<file path="src/rtl/sbox_table_loader.sv">
// Streams 32 bytes into one S-box table as 64 nibble writes on the shared
// edit bus. Every output is a register loaded from the next-state decode.
module sbox_table_loader #(
  parameter int NUM_SBOX = 8,
  parameter bit HI_FIRST = 1'b1
) (
  input  logic       clk,
  input  logic       rst_n,
  input  logic       start,
  input  logic [2:0] cfg_sbox,
  input  logic       abort,
  input  logic       s_valid,
  input  logic [7:0] s_data,
  output logic       s_ready,
  output logic       edit_sbox,
  output logic [3:0] new_sbox_val,
  output logic [2:0] sbox_sel,
  output logic [1:0] row_sel,
  output logic [3:0] col_sel,
  output logic       busy,
  output logic       done,
  output logic       err
);

  localparam logic [2:0] IDLE      = 3'd0;
  localparam logic [2:0] WAIT_BYTE = 3'd1;
  localparam logic [2:0] WR_A      = 3'd2;
  localparam logic [2:0] WR_B      = 3'd3;
  localparam logic [2:0] FINISH    = 3'd4;

  logic [2:0] state_q, state_d;
  logic [5:0] idx_q, idx_d;
  logic [3:0] nib2_q;
  logic       s_ready_q, edit_q, busy_q, done_q, err_q;
  logic [3:0] val_q, col_q;
  logic [2:0] sel_q;
  logic [1:0] row_q;

  logic accept, bad_cfg, go;
  logic [3:0] nib_first, nib_second;

  assign accept     = (state_q == WAIT_BYTE) && s_valid && s_ready_q;
  assign bad_cfg    = {1'b0, cfg_sbox} >= 4'(NUM_SBOX);
  assign go         = (state_q == IDLE) && start && !abort && !bad_cfg;
  assign nib_first  = HI_FIRST ? s_data[7:4] : s_data[3:0];
  assign nib_second = HI_FIRST ? s_data[3:0] : s_data[7:4];

  always_comb begin
    state_d = state_q;
    idx_d   = idx_q;
    case (state_q)
      IDLE: if (go) begin
        state_d = WAIT_BYTE;
        idx_d   = '0;
      end
      WAIT_BYTE: if (accept) state_d = WR_A;
      WR_A:      state_d = WR_B;
      // The entry being presented this cycle is the one in row/col.
      WR_B:      state_d = ({row_q, col_q} == 6'd63) ? FINISH : WAIT_BYTE;
      FINISH:    state_d = IDLE;
      default:   state_d = IDLE;
    endcase
    if (abort) state_d = IDLE;
  end

  always_ff @(posedge clk or negedge rst_n) begin
    if (!rst_n) begin
      state_q   <= IDLE;
      idx_q     <= '0;
      nib2_q    <= '0;
      s_ready_q <= 1'b0;
      edit_q    <= 1'b0;
      busy_q    <= 1'b0;
      done_q    <= 1'b0;
      err_q     <= 1'b0;
      val_q     <= '0;
      sel_q     <= '0;
      row_q     <= '0;
      col_q     <= '0;
    end else begin
      state_q   <= state_d;
      idx_q     <= idx_d;
      s_ready_q <= (state_d == WAIT_BYTE);
      edit_q    <= (state_d == WR_A) || (state_d == WR_B);
      busy_q    <= (state_d == WAIT_BYTE) || (state_d == WR_A) || (state_d == WR_B);
      done_q    <= (state_d == FINISH);
      err_q     <= (state_q == IDLE) && start && !abort && bad_cfg;
      if (go) sel_q <= cfg_sbox;
      if (accept) nib2_q <= nib_second;
      if (state_d == WR_A || state_d == WR_B) begin
        {row_q, col_q} <= idx_q;
        idx_q          <= idx_q + 6'd1;
        val_q          <= (state_d == WR_A) ? nib_first : nib2_q;
      end
    end
  end

  assign s_ready      = s_ready_q;
  assign edit_sbox    = edit_q;
  assign new_sbox_val = val_q;
  assign sbox_sel     = sel_q;
  assign row_sel      = row_q;
  assign col_sel      = col_q;
  assign busy         = busy_q;
  assign done         = done_q;
  assign err          = err_q;

endmodule
</file>
<file path="config.mk">
export PLATFORM = sky130hd
export DESIGN_NAME = sbox_table_loader
export DESIGN_NICKNAME = d
export VERILOG_FILES = /design/src/rtl/sbox_table_loader.sv
export SDC_FILE = /design/constraint.sdc
export NUM_CORES = 1
export LEC_CHECK = 0
export BUFFER_PORTS_ARGS = -buffer_cell sky130_fd_sc_hd__clkbuf_2
export CORE_MARGIN = 4
export CORE_UTILIZATION = 45
export DETAILED_ROUTE_END_ITERATION = 16
export PLACE_DENSITY = 0.81
export SYNTH_ARGS = -nofsm -noshare
export SYNTH_HDL_FRONTEND = slang
export SYNTH_SLANG_ARGS = --single-unit
</file>
<file path="constraint.sdc">
create_clock -name clk -period 2.63 [get_ports clk]
set_input_delay 0 -clock clk [delete_from_list [all_inputs] [get_ports clk]]
set_output_delay 0 -clock clk [all_outputs]
set_load 0.01 [all_outputs]
</file>
* Word level (Yosys, flattened, before mapping)
Index checks and enable logic that the tools add are counted.
** Word-level totals
- Flip-flop bits (word level) :: 30
** Operators by class
- Add/sub/neg operators :: 1
- Eq/ne operators :: 8
- Mux-type cells :: 9
- Reductions and logical operators :: 12
** Operators by type and width (number)
- 6-bit two-way mux :: 3
- 3-bit by 2-bit == test with 1-bit output (second input constant) :: 4
- 3-bit two-way mux :: 4
- 3-bit case mux with 4 select lines :: 1
- 6-bit by 1-bit adder with 6-bit output (second input constant) :: 1
- 3-bit by 1-bit == test with 1-bit output (second input constant) :: 2
- 6-bit == test (second input constant) :: 1
- 1-bit logical AND :: 4
- 4-bit two-way mux :: 1
- 2-bit nonzero test :: 2
- 3-bit == test (second input constant) :: 1
- 3-bit logical NOT :: 1
- 1-bit logical OR :: 3
- 2-bit AND reduction :: 1
- 1-bit logical NOT :: 1

* Logic depth before layout (Yosys ltp)
Gate-level depths: netlist of run 1.
- Depth in word-level cells :: 10
- Gate-level depth with buffers :: 6
- Depth with buffers taken out :: 5

* Worst setup path after synthesis of run 1
No wires, ideal clock.
- Path kind :: reg2reg
- From :: reg state_q[2]
- To :: reg idx_q[5]
- Arrival :: 1.460 ns
- Data required time :: 2.553 ns
- Setup slack :: 1.093 ns
- Stages on the path, launching flop included :: 5
- Buffers on the path :: 0
- Cells stage by stage :: dfrtp_1 -> or2_4 -> a21o_1 -> or4_1 -> a21oi_1
** On the way
- Word-level cells in the longest chain between the ends :: 10
** RTL lines
- start: declaration :: RTL line 31 : logic [2:0] state_q, state_d;
- start signal: assignment :: RTL line 81 : state_q <= state_d;
- 3-bit by 1-bit == test with 1-bit output / 3-bit logical NOT (equally long branches) :: RTL line 42, 51, 44
- 1-bit logical AND (on tied branches) (2 in series)
- 3-bit two-way mux (on tied branches) :: RTL line 56, 52
- 3-bit case mux with 4 select lines :: RTL line 51 : case (state_q)
- 3-bit two-way mux :: RTL line 63 : if (abort) state_d = IDLE;
- 3-bit by 2-bit == test with 1-bit output :: RTL line 90 : if (state_d == WR_A || state_d == WR_B) begin
- 1-bit logical OR :: RTL line 90
- 2-bit nonzero test (no line)
- 2-bit AND reduction (no line)
- end signal: assignment :: RTL line 82 : idx_q <= idx_d;
- end signal: assignment :: RTL line 92 : idx_q <= idx_q + 6'd1;
- end: declaration :: RTL line 32 : logic [5:0] idx_q, idx_d;
Parallel ways exist; a longest one is shown, timed or not.
A chain may end at the register's enable or synchronous reset.

* Worst setup path in the final report of run 1
- From :: reg state_q[0]
- To :: reg idx_q[0]
Same word-level chain as after synthesis.

==> results.yml, run 1 <==
run_status:
  outcome: "completed"
worst_setup_path:
  critPathMaxFanout: 19
  arrival_time_at_the_worst_endpoint_ns: 2.09
  worst_r2r_path_depth: 5
  crit_path_end_kind: "flop"
  timing.setup.critical_path_class: "reg -> reg"
  rrSetupSlack_ns: 0.77
  timing.critical_path.from_type: "flop"
  critical_path.reg2reg.endpoint: "idx_q[0]"
  cpMaxStageDelayCell: "dfrtp_1"
  critical_path.startpoint: "state_q[0]"
  timing.rr.start: "state_q[0]"
  timing.critical_path.cells: "nand2b_1 > a21o_1 > inv_2 > or2_2 > mux2i_1"
  slowest_delay_ns: 0.47
  critPathRequiredTime_ns: 2.87
cts:
  clk_transition_reported_paths_ns: 0.09
  level_count_of_the_clock_h_tree: 2
  clock_insertion_delay_worst_skew_ns: 0.33
  ctsRootBufferMaster: "clkbuf_4"
  cts_post_setup_buffers_inserted: 0
  cts_resized: 0
  clock_sinks: 30
  cts_max_path_buffers: 2
  cts_hold_repair.buffers: 13
  numCtsBuffers: 5
  tritoncts_clock_tree: "done"
power_and_ir_drop:
  ir_worst_vdd_uv: 621
  combPwrFrac: 0.186
  swShare: 0.269
  power.static_leakage_nw: 0.838
  power.net_switching_w: 0.000280
  power_frac_seq: 0.541
  clockPowerShare: 0.273
  pwr_density_cell_nw_per_um2: 618
  power.internal_w: 0.000759
finish:
  layout_common_cells: "clkbuf_2, dfrtp_1, dlygate4sd3_1"
  area_of_combinational_cells_with_multiple_inputs_um2: 528
  layout_commonest_cell: "clkbuf_2"
  post_route_cells_drive_above_1_share: 0.420
  n_fill_cell: 220
  layout.area.seq_um2: 751
  final_util: 0.604
  num_antenna_cells: 0
  areaGrowthSynthToFinish_pct: 27.6
  finish.net_count: 166
route:
  post-route-drc-count: 0
  count_of_vias_placed_by_the_detailed_router: 952
  ant_nets: 0
  drt-wirelength-per-cell_um: 15.4
  routed_via_density: 5.26
  initialDrtViolationCount: 23
  drt_pre_antenna_iters: 4
  finalWirelength_mm: 2.80
timing:
  maxSlewViolCount: 0
  fin_worst_hold_slack_ns: 0.0630
  measured_slew_at_the_worst_slew_check_pin_ns: 0.725
  final_layout_setup_total_negative_slack_ns: 0
  final_hold_violation_count: 0
  share_of_the_cycle_needed_by_the_critical_path_after_routing: 0.706
  min_period_ns: 1.86
  fin_skew_ns: 0.0103
  maxSlewHeadroom: 0.517
  timing.final.setup_violations: 0
  grt_setup_unrepaired: "false"
  clock.fmax_mhz: 539
floorplan:
  initial_standard_cell_utilization_of_the_core: 0.473
  io_pins: 34
  die_area_um2: 3850
  die_height_um: 62.1
  core_area_um2: 2780
  die_w_um: 62.1
  num_rows: 19
grt:
  grt_start_max_net_pins: 31
  overflow: 0
  total_track_usage: 0.179
  antenna_violations_before_repair: 0
  grt_pass1_wl_mm: 4.66
  via_count_of_the_first_global_routing_pass: 1029
logic_synthesis:
  synthDistinctLibCells: 36
  yosys_register_bits: 30
  synthesized_area_um2: 1320
  syn_inst: 100
  synth-warning-count: 0
  post_synthesis_net_count: 117
  seq_area_frac_synth: 0.570
  syn-mean-instance-area_um2: 13.2
place:
  finalWeightedCongestion: 0.767
  port_buffers: 32
  dpl.hpwl_mm: 1.95
flow_run:
  max_cap_viol_count: 0
hold_path:
  worstHoldPathCells: 3
  min-delay-start: "start"
  hold_class: "in -> reg"
  end_point_of_the_worst_hold_path: "idx_q[5]"
-- cell usage after synthesis (all sizes together) --
library cell  count  area share
and3b             1      0.0067
clkbuf            1       0.010
o21ai             3       0.011
mux2i             2       0.015
nand2b            4       0.025
nand4b            1      0.0067
mux2             12        0.10
or3b              1      0.0067
o31ai             2       0.011
nor4b             3       0.031
conb              1      0.0028
dfrtp            30        0.57
ha                1      0.0095
a21oi             2      0.0076
nand2             6       0.017
a31o              4       0.027
or4               1      0.0057
nor2              2      0.0057
inv               3      0.0086
a41oi             1      0.0067
nor3              1      0.0038
or2               3       0.016
a21o              1      0.0057
buf               2      0.0095
and2b             1      0.0067
a31oi             3       0.026
nand4             2      0.0095
and2              1      0.0048
nand3             1      0.0038
a22o              4       0.027
-- worst max path at each step --
| stage | slack [ns] | endpoint |
|---|---|---|
| after floorplan | 1.09 | idx_q[5] |
| after global placement | 0.91 | row_sel[1] |
| after detailed placement | 0.84 | idx_q[2] |
| after CTS | 0.77 | idx_q[0] |
| after global routing | 0.63 | idx_q[0] |
| final | 0.77 | idx_q[0] |
-- area by class of cell --
cell class                 instances  share of cell area
multi-input combinational         64               0.314
clock buffer                       7              0.0328
tap                               31              0.0231
inverter                           3             0.00671
timing repair buffer              45               0.173
clock inverter                     1             0.00298
sequential                        30               0.447
-- worst max-delay path: cells and delay by family (launching register included) --
kind,cells,cell delay (ns)
flops,1,0.47
simple gates,2,0.52
mux,1,0.19
buf+inv,1,0.23
compound gates,1,0.35
-- registers in the layout, indices dropped and copies added, names as in the netlist --
register	flops
edit_sbox	1
state_q	3
idx_q	6
done	1
s_ready	1
row_sel	2
busy	1
col_sel	4
nib2_q	4
new_sbox_val	4
sbox_sel	3
-- metrics by stage --
stage	area, µm²	total power, W	worst slack [ns]	instances
4_1_cts	1680	0.00105	0.768	181
3_3_place_gp	1490	0.000738	0.914	160
6_report	1680	0.00104	0.773	181
2_1_floorplan	1320	0.000669	1.09	100
5_1_grt	1680	0.00110	0.633	181
3_5_place_dp	1490	0.000749	0.843	160
-- power by group through the flow --
stage | combinational, W | clock (W) | sequential (W)
after floorplan | 0.0000915 | 0 | 0.000578
after global placement | 0.000172 | 0 | 0.000566
after detailed placement | 0.000179 | 0 | 0.000569
after CTS | 0.000195 | 0.000296 | 0.000561
after global routing | 0.000211 | 0.000318 | 0.000567
final | 0.000193 | 0.000284 | 0.000562
-- cell families after synthesis --
logic type	after synthesis	share of synthesized area
buffers and inverters	6	0.0285
flip-flops	30	0.570
AND/OR/NAND/NOR	28	0.149
adder cells (fa/ha/maj)	1	0.00950
other	1	0.00285
AO/OA/AOI/OAI	20	0.122
multiplexers	14	0.118
-- layer usage --
metal  vias to the layer above  global-route usage  routed length, µm  part of all wire
met5                         -                   0                  0                 0
met4                         0              0.0970                 53             0.019
met3                         4              0.0826                197             0.070
met2                        31               0.287               1430              0.51
met1                       451               0.195               1120              0.40
li1                        466                   -                  -                 -
Note: power is estimated with default switching activity, not from simulation.
==> run 2, diff against run 1 <==
==> constraint.sdc (replaced) <==
create_clock -name clk -period 1.8 [get_ports clk]
set_input_delay 0 -clock clk [delete_from_list [all_inputs] [get_ports clk]]
set_output_delay 0 -clock clk [all_outputs]
set_load 0.01 [all_outputs]
==> run 2 against run 1 <==
Flip-flop and latch count unchanged. Core utilization up 0.31 points. Count of clock-buffer cells in the layout unchanged. Highest routed layer unchanged.
==> results.yml, run 2 (synthesis gave the netlist of run 1 again) <==
worst_setup_path:
  timing.critical_path.buf_inv: 1
  timing.critical_path.from_type: "flop"
  critPathRequiredTime_ns: 2.00
  timing.critical_path.cells: "or2_4 > a21o_1 > inv_2 > mux2_2"
  critical-path-top-delay-family: "flip-flops"
  slowest_delay_ns: 0.42
  timing.rr.start: "state_q[2]"
  crit_path_end_kind: "flop"
  rrSetupSlack_ns: 0.09
  critical_path.reg2reg.endpoint: "col_sel[2]"
  critPathMaxFanout: 19
  worst_r2r_path_depth: 4
  cpMaxStageDelayCell: "dfrtp_1"
  arrival_time_at_the_worst_endpoint_ns: 1.91
  timing.setup.critical_path_class: "reg -> reg"
timing:
  measured_slew_at_the_worst_slew_check_pin_ns: 0.725
  timing.final.setup_violations: 0
  maxSlewHeadroom: 0.516
  min_period_ns: 1.71
  final_layout_setup_total_negative_slack_ns: 0
  maxSlewViolCount: 0
  clock.fmax_mhz: 584
  fin_skew_ns: 0.00862
  final_hold_violation_count: 0
  share_of_the_cycle_needed_by_the_critical_path_after_routing: 0.951
  grt_setup_unrepaired: "false"
floorplan:
  die_height_um: 62.1
  die_w_um: 62.1
  io_pins: 34
  num_rows: 19
  core_area_um2: 2780
  die_area_um2: 3850
  initial_standard_cell_utilization_of_the_core: 0.473
finish:
  layout_commonest_cell: "clkbuf_2"
  largest_reg_flops: 6
  n_fill_cell: 219
  post_route_cells_drive_above_1_share: 0.428
  areaGrowthSynthToFinish_pct: 28.2
  layout.area.seq_um2: 752
  registers.top_by_ff_count: "idx_q"
  layout_common_cells: "clkbuf_2, dfrtp_1, dlygate4sd3_1"
  area_of_combinational_cells_with_multiple_inputs_um2: 528
  finish.net_count: 169
  num_antenna_cells: 0
hold_path:
  worstHoldPathCells: 4
  end_point_of_the_worst_hold_path: "state_q[0]"
  hold_class: "in -> reg"
  min-delay-start: "s_valid"
cts:
  numCtsBuffers: 5
  level_count_of_the_clock_h_tree: 2
  cts_max_path_buffers: 2
  clock_sinks: 30
  ctsRootBufferMaster: "clkbuf_4"
  clock_insertion_delay_worst_skew_ns: 0.32
  clk_transition_reported_paths_ns: 0.08
  tritoncts_clock_tree: "done"
place:
  port_buffers: 32
  finalWeightedCongestion: 0.757
  dpl.hpwl_mm: 1.95
grt:
  antenna_violations_before_repair: 0
  grt_start_max_net_pins: 31
  total_track_usage: 0.168
  overflow: 0
  via_count_of_the_first_global_routing_pass: 1016
  grt_pass1_wl_mm: 4.54
route:
  finalWirelength_mm: 2.78
  post-route-drc-count: 0
  drt_pre_antenna_iters: 4
  initialDrtViolationCount: 16
  routed_via_density: 5.34
  count_of_vias_placed_by_the_detailed_router: 978
  drt-wirelength-per-cell_um: 15.2
  ant_nets: 0
power_and_ir_drop:
  power.static_leakage_nw: 0.841
  pwr_density_cell_nw_per_um2: 865
  finalPower_w: 0.00146
  ir_worst_vdd_uv: 702
run_status:
  outcome: "completed"
flow_run:
  max_cap_viol_count: 0
==> run 2: changes by cell type in the layout (fill, tap and decap cells not counted), sizes merged <==
cell,previous run,this run
buf,0,3
clkinv,1,0
==> run 2: timing repair <==
item,CTS,global route
gates resized for setup,0,1
hold buffers,13,0
hold endpoints to repair,43,0
setup endpoints to repair,0,2
buffers inserted,0,0
==> run 2: routing by layer <==
layer	vias to the layer above	part of all wire	global-route usage
met2	26	0.50	0.265
li1	468	-	-
met3	7	0.055	0.0496
met5	-	0	0
met1	477	0.42	0.213
met4	0	0.020	0.0788
==> run 2: worst max-delay path by stage <==
stage                           from    endpoint  depth (start not counted)
final                     state_q[2]  col_sel[2]                          4
after CTS                 state_q[2]  col_sel[2]                          4
after floorplan           state_q[2]    idx_q[5]                          4
after detailed placement  state_q[2]  col_sel[2]                          4
after global routing      state_q[0]    idx_q[2]                          5
after global placement    state_q[2]  row_sel[0]                          4
==> run 2: power by group <==
part / internal [W] / leakage, nW / switching, W / total [W]
clock: 0.000147 / 0.0254 / 0.000204 / 0.000351
combinational: 0.000162 / 0.417 / 0.000127 / 0.000289
sequential: 0.000760 / 0.399 / 0.0000599 / 0.000820
total: 0.00107 / 0.841 / 0.000391 / 0.00146
==> run 2: layout make-up <==
cell class | count | area share
repair buffers | 48 | 0.185
well taps | 31 | 0.0230
inverters | 3 | 0.00667
multi-input cells | 64 | 0.313
clock buffers | 7 | 0.0267
flip-flops and latches | 30 | 0.446
==> run 2: through the flow <==
stage                     hold slack, ns  area, µm²   util  cells  setup slack (ns)
final                              0.148       1690  0.607    183            0.0883
after global placement            0.0719       1510  0.543    163             0.159
after CTS                          0.128       1690  0.606    183            0.0968
after floorplan                   -0.296       1320      -    100             0.263
after detailed placement          0.0937       1510  0.543    163             0.110
after global routing               0.161       1690  0.607    183           0.00241
==> run 2: worst min-delay path, stage by stage <==
cell	delay, ns
clkbuf_2	0.09
nand2_1	0.11
nand2b_4	0.10
a31oi_4	0.13
==> run 3, diff against run 2 <==
--- a/config.mk
+++ b/config.mk
@@ -6,7 +6,7 @@
 export NUM_CORES = 1
 export LEC_CHECK = 0
 export BUFFER_PORTS_ARGS = -buffer_cell sky130_fd_sc_hd__clkbuf_2
-export CORE_MARGIN = 4
+export CORE_MARGIN = 2
 export CORE_UTILIZATION = 45
 export DETAILED_ROUTE_END_ITERATION = 16
 export PLACE_DENSITY = 0.81
==> run 3 against run 2 <==
Wire length decreased by 3.3%. Global-route usage increased by 0.49 points. Fmax decreased by 2.3%. Cell count increased by 0.55%. First-iteration DRC count decreased by 13%. Register-to-register slack got worse by 0.04 ns. Power increased by 4.4%. Critical path type unchanged.
==> results.yml, run 3 (synthesis gave the netlist of run 1 again) <==
finish:
  registers.top_by_ff_count: "idx_q"
  n_fill_cell: 219
  areaGrowthSynthToFinish_pct: 29.4
  num_antenna_cells: 0
  area_of_combinational_cells_with_multiple_inputs_um2: 528
  post_route_cells_drive_above_1_share: 0.438
  layout_common_cells: "clkbuf_2, dfrtp_1, dlygate4sd3_1"
  final_design_area_no_fill_um2: 1700
  finish.net_count: 169
  largest_reg_flops: 6
  layout.area.seq_um2: 752
  final_util: 0.618
  layout_commonest_cell: "clkbuf_2"
timing:
  measured_slew_at_the_worst_slew_check_pin_ns: 0.722
  clock.fmax_mhz: 571
  timing.final.setup_violations: 0
  share_of_the_cycle_needed_by_the_critical_path_after_routing: 0.973
  min_period_ns: 1.75
  fin_skew_ns: 0.0109
  maxSlewHeadroom: 0.519
  final_layout_setup_total_negative_slack_ns: 0
  fin_worst_hold_slack_ns: 0.135
  final_hold_violation_count: 0
  maxSlewViolCount: 0
  grt_setup_unrepaired: "true"
worst_setup_path:
  critical-path-top-delay-family: "flip-flops"
  critPathRequiredTime_ns: 2.02
  timing.setup.critical_path_class: "reg -> reg"
  timing.critical_path.from_type: "flop"
  critPathMaxFanout: 19
  slowest_delay_ns: 0.43
  timing.critical_path.buf_inv: 1
  crit_path_end_kind: "flop"
  arrival_time_at_the_worst_endpoint_ns: 1.97
  cpMaxStageDelayCell: "dfrtp_1"
  timing.critical_path.cells: "or2_4 > a21o_1 > inv_2 > mux2_2"
route:
  drt-wirelength-per-cell_um: 14.6
  drt_pre_antenna_iters: 4
  topRoutingLayerUsed: "met4"
  count_of_vias_placed_by_the_detailed_router: 977
  ant_nets: 0
  m1WireLength_mm: 1.16
  wl_met2_mm: 1.31
  dr_wl_met3_um: 188
  finalWirelength_mm: 2.69
  routed_via_density: 5.31
  post-route-drc-count: 0
  initialDrtViolationCount: 14
cts:
  clock_sinks: 30
  tritoncts_clock_tree: "done"
  clock_insertion_delay_worst_skew_ns: 0.34
  cts_max_path_buffers: 2
  ctsRootBufferMaster: "clkbuf_4"
  numCtsBuffers: 5
  clk_transition_reported_paths_ns: 0.09
  level_count_of_the_clock_h_tree: 2
hold_path:
  hold_class: "in -> reg"
grt:
  overflow: 0
  grt_pass1_wl_mm: 4.28
  antenna_violations_before_repair: 0
  grt_start_max_net_pins: 31
  via_count_of_the_first_global_routing_pass: 986
  total_track_usage: 0.173
floorplan:
  die_area_um2: 3370
  num_rows: 19
  die_w_um: 58.1
  initial_standard_cell_utilization_of_the_core: 0.477
  io_pins: 34
  core_area_um2: 2760
  die_height_um: 58.1
power_and_ir_drop:
  ir_worst_vdd_uv: 616
  power.static_leakage_nw: 0.851
  finalPower_w: 0.00152
  pwr_density_cell_nw_per_um2: 895
flow_run:
  max_cap_viol_count: 0
place:
  finalWeightedCongestion: 0.740
  port_buffers: 32
  placed_area_um2: 1510
  dpl.hpwl_mm: 1.91
run_status:
  outcome: "completed"
## run 3: what timing repair did
action / 4_1_cts / 5_1_grt
gates resized for setup: 0 / 1
setup buffers: 0 / 0
setup endpoints to repair: 0 / 3
hold buffers: 13 / 0
endpoints found under the hold margin: 43 / 0
## run 3: final cells by class
cell class | count | area share
sequential | 30 | 0.442
multi-input combinational | 64 | 0.310
timing repair buffer | 48 | 0.184
clock buffer | 7 | 0.0323
tap | 31 | 0.0228
inverter | 3 | 0.00661
clock inverter | 1 | 0.00294
## run 3: final timing paths
path | cells past startpoint | from | slack, ns | to
setup / recovery | 4 | state_q[2] | 0.05 | col_sel[3]
hold / removal | 4 | s_valid | 0.14 | state_q[0]
setup reg to reg | 4 | state_q[2] | 0.05 | col_sel[3]
hold reg to reg | 1 | sbox_sel[0] | 0.52 | sbox_sel[0]
max in group asynchronous | 2 | rst_n | 1.06 | state_q[1]
min in group asynchronous | 2 | rst_n | 0.24 | col_sel[0]
## run 3: stage by stage
step | worst slack [ns] | cells
floorplan | 0.263 | 100
global placement | 0.119 | 163
detailed placement | 0.0735 | 163
CTS | 0.0511 | 184
global route | -0.00597 | 184
finish | 0.0483 | 184
## run 3: tightest hold or removal path, cell delays in order
cell and delay, ns:
clkbuf_2 0.09, nand2_1 0.11, nand2b_4 0.10, a31oi_4 0.13
## run 3: report_power, final
group,internal (W),switching (W)
logic,0.000162,0.000123
registers,0.000760,0.0000591
clock network,0.000189,0.000231
## run 3: per-layer routing
metal  GRT usage  vias to the layer above
met3      0.0692                        3
met4      0.0698                        0
li1            -                      468
met5           0                        -
met1       0.219                      467
met2       0.266                       39
